--- config.mk ---
export PLATFORM = sky130hd
export DESIGN_NAME = flash_read_ctrl
export DESIGN_NICKNAME = d
export VERILOG_FILES = /design/src/rtl/flash_read_ctrl_pkg.sv /design/src/rtl/flash_read_ctrl_timer.sv /design/src/rtl/flash_read_ctrl.sv
export SDC_FILE = /design/constraint.sdc
export NUM_CORES = 1
export LEC_CHECK = 0
export BUFFER_PORTS_ARGS = -buffer_cell sky130_fd_sc_hd__buf_2
export CAP_MARGIN = 20
export CORE_UTILIZATION = 40
export CTS_CLUSTER_DIAMETER = 150
export CTS_CLUSTER_SIZE = 8
export DETAILED_ROUTE_END_ITERATION = 10
export PLACE_DENSITY = 0.78
export SLEW_MARGIN = 25
export SYNTH_ARGS = -nofsm -noshare
export SYNTH_HDL_FRONTEND = slang
export SYNTH_HIERARCHICAL = 1
export SYNTH_SLANG_ARGS = --single-unit
--- constraint.sdc ---
create_clock -name clk -period 2.6 [get_ports clk]
set_input_delay 0.26 -clock clk [delete_from_list [all_inputs] [get_ports clk]]
set_output_delay 0.26 -clock clk [all_outputs]
set_load 0.01 [all_outputs]
--- src/rtl/flash_read_ctrl_pkg.sv ---
// Shared types and constants for the parallel NOR flash read controller.
package flash_read_ctrl_pkg;

  localparam int FLASH_ADDR_W = 22;  // word address pins [22:1]
  localparam int FLASH_WORD_W = 16;  // x16 data bus

  localparam logic [FLASH_WORD_W-1:0] CMD_READ_ARRAY_DEFAULT = 16'h00FF;

  typedef enum logic [2:0] {
    ST_INIT_SETUP = 3'd0,
    ST_CMD_WR     = 3'd1,
    ST_CMD_HOLD   = 3'd2,
    ST_IDLE       = 3'd3,
    ST_RD_WAIT    = 3'd4,
    ST_RD_END     = 3'd5
  } state_t;

  // Largest of three cycle counts; sizes the shared state timer.
  function automatic int max3(input int a, input int b, input int c);
    int m;
    m = (a > b) ? a : b;
    return (m > c) ? m : c;
  endfunction

endpackage

--- src/rtl/flash_read_ctrl_timer.sv ---
// Cycle timer: counts clocks since the last clear and flags the cycle in
// which the count reaches 'limit' clocks. Saturates instead of wrapping.
module flash_cycle_timer #(
  parameter int W = 3
) (
  input  logic         clk,
  input  logic         rst,
  input  logic         clr,
  input  logic [W-1:0] limit,
  output logic         expired
);

  logic [W-1:0] cnt;

  // Count clocks spent since the last clear; hold at all-ones.
  always_ff @(posedge clk) begin
    if (rst || clr) begin
      cnt <= '0;
    end else if (cnt != {W{1'b1}}) begin
      cnt <= cnt + 1'b1;
    end
  end

  // Current cycle is the last one of a 'limit'-cycle interval (limit >= 1).
  assign expired = (({1'b0, cnt} + {{W{1'b0}}, 1'b1}) == {1'b0, limit});

endmodule

--- src/rtl/flash_read_ctrl.sv ---
// Word-mode read controller for a parallel NOR flash. Issues Read Array after
// reset, then performs one 16-bit asynchronous read per accepted request.
// Strobes are registered from the next-state decode so every pin is a flop.
//
// Handshake: rd_req is only looked at while IDLE (busy=0); a request seen in
// IDLE is accepted on that edge and rd_addr is captured with it. rd_done
// pulses for one cycle when rd_data has been updated; there is no
// backpressure on the result side.
module flash_read_ctrl
  import flash_read_ctrl_pkg::*;
#(
  parameter int                ACCESS_CYCLES  = 4,
  parameter int                WE_CYCLES      = 2,
  parameter int                SETUP_CYCLES   = 1,
  parameter logic [15:0]       CMD_READ_ARRAY = CMD_READ_ARRAY_DEFAULT
) (
  input  logic                    clk,
  input  logic                    rst,
  input  logic                    rd_req,
  input  logic [FLASH_ADDR_W-1:0] rd_addr,
  output logic [FLASH_WORD_W-1:0] rd_data,
  output logic                    rd_done,
  output logic                    busy,
  output logic                    init_done,
  output logic [FLASH_ADDR_W-1:0] flash_addr,
  input  logic [FLASH_WORD_W-1:0] flash_dq_in,
  output logic [FLASH_WORD_W-1:0] flash_dq_out,
  output logic                    flash_dq_oe,
  output logic                    flash_ce_n,
  output logic                    flash_oe_n,
  output logic                    flash_we_n,
  output logic                    flash_byte_n,
  output logic                    flash_vpen,
  output logic                    flash_rp_n,
  output state_t                  dbg_state
);

  localparam int CNT_W = $clog2(max3(ACCESS_CYCLES, WE_CYCLES, SETUP_CYCLES) + 1);

  state_t             state_q, state_next;
  logic [CNT_W-1:0]   limit;
  logic               expired;
  logic               capture;

  logic                    ce_n_d, oe_n_d, we_n_d, dq_oe_d, busy_d;
  logic [FLASH_WORD_W-1:0] dq_out_d;

  assign flash_byte_n = 1'b1;
  assign flash_vpen   = 1'b0;
  assign dbg_state    = state_q;
  assign capture      = (state_q == ST_RD_WAIT) && expired;

  // Duration of the current state in clocks.
  always_comb begin
    limit = CNT_W'(1);
    case (state_q)
      ST_INIT_SETUP, ST_CMD_HOLD: limit = CNT_W'(SETUP_CYCLES);
      ST_CMD_WR:                  limit = CNT_W'(WE_CYCLES);
      ST_RD_WAIT:                 limit = CNT_W'(ACCESS_CYCLES);
      default:                    limit = CNT_W'(1);
    endcase
  end

  flash_cycle_timer #(.W(CNT_W)) u_timer (
    .clk     (clk),
    .rst     (rst),
    .clr     (state_next != state_q),
    .limit   (limit),
    .expired (expired)
  );

  // State register.
  always_ff @(posedge clk) begin
    if (rst) state_q <= ST_INIT_SETUP;
    else     state_q <= state_next;
  end

  // Next-state decode.
  always_comb begin
    state_next = state_q;
    case (state_q)
      ST_INIT_SETUP: if (expired) state_next = ST_CMD_WR;
      ST_CMD_WR:     if (expired) state_next = ST_CMD_HOLD;
      ST_CMD_HOLD:   if (expired) state_next = ST_IDLE;
      ST_IDLE:       if (rd_req)  state_next = ST_RD_WAIT;
      ST_RD_WAIT:    if (expired) state_next = ST_RD_END;
      ST_RD_END:                  state_next = ST_IDLE;
      default:                    state_next = ST_INIT_SETUP;
    endcase
  end

  // Pin values for the state being entered; registered below.
  always_comb begin
    ce_n_d   = 1'b1;
    oe_n_d   = 1'b1;
    we_n_d   = 1'b1;
    dq_oe_d  = 1'b0;
    dq_out_d = '0;
    busy_d   = 1'b1;
    case (state_next)
      ST_CMD_WR: begin
        ce_n_d   = 1'b0;
        we_n_d   = 1'b0;
        dq_oe_d  = 1'b1;
        dq_out_d = CMD_READ_ARRAY;
      end
      // Keep driving the command word through the WE# hold time.
      ST_CMD_HOLD: begin
        dq_oe_d  = 1'b1;
        dq_out_d = CMD_READ_ARRAY;
      end
      ST_IDLE:    busy_d = 1'b0;
      ST_RD_WAIT: begin
        ce_n_d = 1'b0;
        oe_n_d = 1'b0;
      end
      default: ;
    endcase
  end

  // Registered strobes, bus drive and status.
  always_ff @(posedge clk) begin
    if (rst) begin
      flash_ce_n   <= 1'b1;
      flash_oe_n   <= 1'b1;
      flash_we_n   <= 1'b1;
      flash_dq_oe  <= 1'b0;
      flash_dq_out <= '0;
      busy         <= 1'b1;
      init_done    <= 1'b0;
    end else begin
      flash_ce_n   <= ce_n_d;
      flash_oe_n   <= oe_n_d;
      flash_we_n   <= we_n_d;
      flash_dq_oe  <= dq_oe_d;
      flash_dq_out <= dq_out_d;
      busy         <= busy_d;
      if (state_next == ST_IDLE) init_done <= 1'b1;
    end
  end

  // Address latch and read-data capture.
  always_ff @(posedge clk) begin
    if (rst) begin
      flash_addr <= '0;
      rd_data    <= '0;
      rd_done    <= 1'b0;
    end else begin
      if (state_q == ST_IDLE && rd_req) flash_addr <= rd_addr;
      else if (state_next == ST_CMD_WR) flash_addr <= '0;
      if (capture) rd_data <= flash_dq_in;
      rd_done <= capture;
    end
  end

  // Flash reset pin follows the controller reset, one clock later.
  always_ff @(posedge clk) begin
    flash_rp_n <= ~rst;
  end

endmodule

# Yosys cells after proc, flatten, opt, wreduce, memory -nomap -nowiden
# Cells that the tools add are included.
# word_totals
reg_bits,68
in_bits,41
output_inout_bits,67
elab_cells,50
# classes
n_addsub,2
eq_ne,12
n_mux,15
bitwise,1
reduce_logical,7
# ops
op,count
22-bit 2-to-1 mux,2
3-bit one-hot mux with 6 select lines,1
3-bit 2-to-1 mux,5
3-bit by 2-bit equality test with 1-bit output (second input constant),4
3-bit equality test (second input constant),3
8-bit 2-to-1 mux,1
3-bit by 1-bit equality test with 1-bit output (second input constant),2
3-bit one-hot mux with 2 select lines,1
1-bit 2-to-1 mux,5
3-bit by 1-bit adder with 4-bit output (second input constant),1
4-bit by 3-bit equality test with 1-bit output,1
2-bit OR reduction,2
3-bit by 1-bit adder with 3-bit output (second input constant),1
3-bit zero test,1
3-bit != test,1
3-bit != test (second input constant),1
1-bit logical AND,2
2-bit nonzero test,1
1-bit logical OR,1
1-bit inverter,1

# Longest topological paths before layout
# depth
word_depth,8
mapped_depth,12
mapped_depth_nobuf,9

# Modules after synthesis
# The synthesis kept the hierarchy.
# by_module_without_submodules
mod,n_inst,cells_each,area_each_um2,seq_area_each_um2
flash_read_ctrl,1,224,1963.1,980.9
flash_cycle_timer,1,17,171.4,60.1

# Worst setup path after synthesis
# OpenSTA, ideal clock, no wires.
# synth_path
kind,register -> register
start,reg state_q[0] (netlist: dbg_state[0])
end,reg flash_addr[3]
setup_ns,0.128
t_arrival_ns,2.446
required_time_ns,2.472
slack_ns,0.027
path_stages_with_launch,12
n_path_buf,3
period_less_slack_ns,2.573
cell_sequence,dfxtp_1 buf_2 inv_1 nor3_1 nor2_1 nand3b_1 a211oi_1 buf_4 or4b_4 buf_6 a32oi_1 nor2_1
# synth_via
elab_chain_len,7
elab_cells_between_ends,18
classes_between,eq/ne: 7; mux: 8; reduce/logical: 3
# synth_rtl
element,line,rtl
"start, declared",flash_read_ctrl.sv:40,"state_t state_q, state_next;"
"start signal, assigned",flash_read_ctrl.sv:75,else state_q <= state_next;
3-bit equality test / 3-bit by 1-bit equality test with 1-bit output (equally long branches),flash_read_ctrl.sv:56,case (state_q)
3-bit one-hot mux with 2 select lines (*),flash_read_ctrl.sv:56,
net limit[1],flash_read_ctrl.sv:41,logic [CNT_W-1:0] limit;
4-bit by 3-bit equality test with 1-bit output (*),flash_read_ctrl_timer.sv:25,"assign expired = (({1'b0, cnt} + {{W{1'b0}}, 1'b1}) == {1'b0, limit});"
net expired,flash_read_ctrl.sv:42,logic expired;
"3-bit 2-to-1 mux, on equally long branches",n/a,
3-bit one-hot mux with 6 select lines (*),flash_read_ctrl.sv:81,case (state_q)
3-bit by 1-bit equality test with 1-bit output (*),flash_read_ctrl.sv:150,else if (state_next == ST_CMD_WR) flash_addr <= '0;
2-bit nonzero test (no line) (*),n/a,
"end signal, assigned",flash_read_ctrl.sv:149,if (state_q == ST_IDLE && rd_req) flash_addr <= rd_addr;
"end, declared",flash_read_ctrl.sv:25,"output logic [FLASH_ADDR_W-1:0] flash_addr,"
# The timed path passes the listed nets; every way through them passes the cells marked *.
# A chain may end at the register's enable or synchronous reset.

# Worst setup path after layout
# layout_path
start,reg u_timer.cnt[0]
end,reg flash_addr[15]
# layout_via
elab_chain_len,6
elab_cells_between_ends,9
classes_between,add/sub: 1; eq/ne: 2; mux: 5; reduce/logical: 1
# layout_rtl
element,line,rtl
"start, declared",flash_read_ctrl_timer.sv:13,logic [W-1:0] cnt;
"start signal, assigned",flash_read_ctrl_timer.sv:20,cnt <= cnt + 1'b1;
3-bit by 1-bit adder with 4-bit output (*),flash_read_ctrl_timer.sv:25,
4-bit by 3-bit equality test with 1-bit output (*),flash_read_ctrl_timer.sv:25,
net expired,flash_read_ctrl.sv:42,
"3-bit 2-to-1 mux, on equally long branches",n/a,
3-bit one-hot mux with 6 select lines (*),flash_read_ctrl.sv:81,
3-bit by 1-bit equality test with 1-bit output (*),flash_read_ctrl.sv:150,
2-bit nonzero test (no line) (*),n/a,
# Marked as above.

==> results.sh <==
export IMPL_outcome="finished clean"
export IMPL_synth_top_area_share=0.488
export IMPL_placedInstanceArea_um2=2550
export IMPL_design_area_um2=2640
export IMPL_drive_gt1_frac=0.352
export IMPL_grt_pass1_vias=1610
export IMPL_crit_path_end_kind="register"
export IMPL_crit_start="u_timer/cnt[0]"
export IMPL_drcViolationCount=0
export IMPL_hold_viol_final=0
export IMPL_slew_headroom=0.432
export IMPL_timing_rr_start="u_timer/cnt[0]"
export IMPL_ys_ff_latch=52
export IMPL_final_cells=394
export IMPL_layout_min_cycle_time_ns=2.38
export IMPL_grt_pass1_wl_um=7020
export IMPL_peakVddDrop_mv=0.390
export IMPL_drt_vias_per_instance=4.89
export IMPL_gp_congestion=0.845
export IMPL_ioPinCount=108
export IMPL_placed_cells=386
export IMPL_max_freq_mhz=420
export IMPL_vias=1926
export IMPL_clkTransAtPathRegs_ns=0.09
export IMPL_slew_viol_final=0
export IMPL_grt_max_degree=48
export IMPL_cts_resized=0
export IMPL_syn_area_um2=2130
export IMPL_fp_coreArea_um2=5110
export IMPL_overflow=0
export IMPL_antenna_found_initial=0
export IMPL_n_fill_cell=484
export IMPL_yosysMostFrequentCell="dfxtp_1"
export IMPL_p_leak_nw=1.24
export IMPL_cp_start_kind="register"
export IMPL_drv_cap=0
export IMPL_fin_ws_ns=0.218
export IMPL_critPathArrivalTime_ns=2.54
export IMPL_grt_setup_unrepaired="no"
export IMPL_cts_setup_buffers=0
export IMPL_setup_violations=0
export IMPL_setup_tns_ns=0
export IMPL_synth_ff_type="dfxtp_1"
export IMPL_wirelength_um=4620
export IMPL_grt_usage=0.166
export IMPL_place_hpwl_um=3190
export IMPL_hold_path_class="input port to register"
export IMPL_ys_types=31
export IMPL_firstDrtPassIters=5
export IMPL_dieArea_um2=5630
export IMPL_path_class="register to register"
export IMPL_initialDrtViolationCount=72
export IMPL_power_mw=2.23
export IMPL_cp_data_required_time_ns=2.76
export IMPL_clockBufferDepth=2
export IMPL_root_buffer="clkbuf_8"
export IMPL_clk_latency_ns=0.30
export IMPL_syn_inst=241
export IMPL_htreeDepth=2
export IMPL_fin_crit_sh=0.916
export IMPL_yosysTopAreaCell="dfxtp_1"
export IMPL_cts_sinks=52
export IMPL_power_density_nw_per_um2=847
export IMPL_rows=26
export IMPL_tritoncts="done"
export IMPL_ys_seq_area_frac=0.488
export IMPL_seq_area_um2=1040
export IMPL_cts_hold_buffers=0
export IMPL_multi_input_comb_area_um2=872
export IMPL_die_x_um=75.1
export IMPL_tightest_slew_ns=0.852
export IMPL_finalClockSkew_ns=0.0132
export IMPL_worstHoldStart="rd_addr[18]"
export IMPL_antenna_cells=0
export IMPL_syn_avg_cell_area_um2=8.86
export IMPL_ys_warn_count=6
export IMPL_io_buffers=97
export IMPL_wl_per_cell_um=11.7
export IMPL_synth_common_cells="dfxtp_1, nand2_1, nor2_1"
export IMPL_crit_fanout=22
export IMPL_detail_route_antenna_nets=0
export IMPL_nets=366
export IMPL_synth_edf_count=0
export IMPL_start_util=0.418
export IMPL_place_ws_ns=0.209
export IMPL_die_height_um=75.1
export IMPL_syn2layout_area_growth_pct=23.4
export IMPL_async_reset_ff_frac=0
export IMPL_synth_area_leaders="dfxtp_1, a32oi_1, buf_4"
export IMPL_cts_buffers=5
stage by stage:
| step | utilization | hold WS, ns |
|---|---|---|
| 2_1_floorplan | - | 0.337 |
| 3_3_place_gp | 0.499 | 0.438 |
| 3_5_place_dp | 0.499 | 0.446 |
| 4_1_cts | 0.516 | 0.161 |
| 5_1_grt | 0.516 | 0.164 |
| 6_report | 0.516 | 0.179 |
final timing paths:
kind	endpoint	slack (ns)	cells past startpoint
max reg2reg	flash_addr[15]	0.22	7
max	flash_addr[15]	0.22	7
min reg2reg	rd_data[2]	0.46	2
min	flash_addr[18]	0.18	3
layout make-up:
type | count | area share
sequential | 52 | 0.395
clock buffer | 6 | 0.0275
multi-input combinational | 158 | 0.331
tap | 70 | 0.0332
clock inverter | 2 | 0.00617
inverter | 2 | 0.00285
timing repair buffer | 104 | 0.204
kinds of logic after synthesis:
logic type                 share of synthesized area
DFF                                            0.488
buffers and inverters                          0.118
muxes                                         0.0141
other                                        0.00352
AOI/OAI and AO/OA                              0.168
adders and majority gates                     0.0117
and+or+nand+nor                                0.177
xor gates and xnor gates                      0.0205
placed cells by master, fill, tap and decap left out, drive strengths merged, types with 2 or more instances in the layout:
| cell type | Yosys | layout |
|---|---|---|
| o21ai | 4 | 4 |
| and2 | 3 | 3 |
| nor3 | 5 | 5 |
| mux2i | 3 | 3 |
| dfxtp | 52 | 52 |
| a21oi | 20 | 20 |
| a32oi | 22 | 22 |
| buf | 29 | 104 |
| nand3 | 2 | 2 |
| nand2 | 36 | 36 |
| xor2 | 5 | 5 |
| conb | 2 | 10 |
| ha | 2 | 2 |
| nor2b | 3 | 3 |
| inv | 2 | 2 |
| nor2 | 33 | 33 |
| clkbuf | 8 | 6 |
power by group:
group	internal, mW	switching (mW)	total, mW
clock	0.192	0.261	0.453
sequential	0.863	0.0413	0.904
combinational	0.335	0.542	0.876
state kept, by name, summed over array words and instances (netlist names):
signal,flops
flash_we_n,1
u_timer/cnt,3
flash_rp_n,1
dbg_state,3
rd_done,1
flash_oe_n,1
flash_dq_out,1
init_done,1
busy,1
flash_addr,22
rd_data,16
flash_ce_n,1
critical path, stage by stage (launching register included):
cell and delay (ns):
dfxtp_1 0.35, ha_1 0.20, ha_1 0.30, xor2_1 0.17, a211oi_1 0.26, or4b_4 0.65
a32oi_1 0.25, nor2_1 0.06
routing by layer:
metal,wire length [um],track usage
met1,2010,0.191
met2,2390,0.295
met3,201,0.0482
met4,17,0.0566
met5,0,0
(Power assumes the default switching activity.)
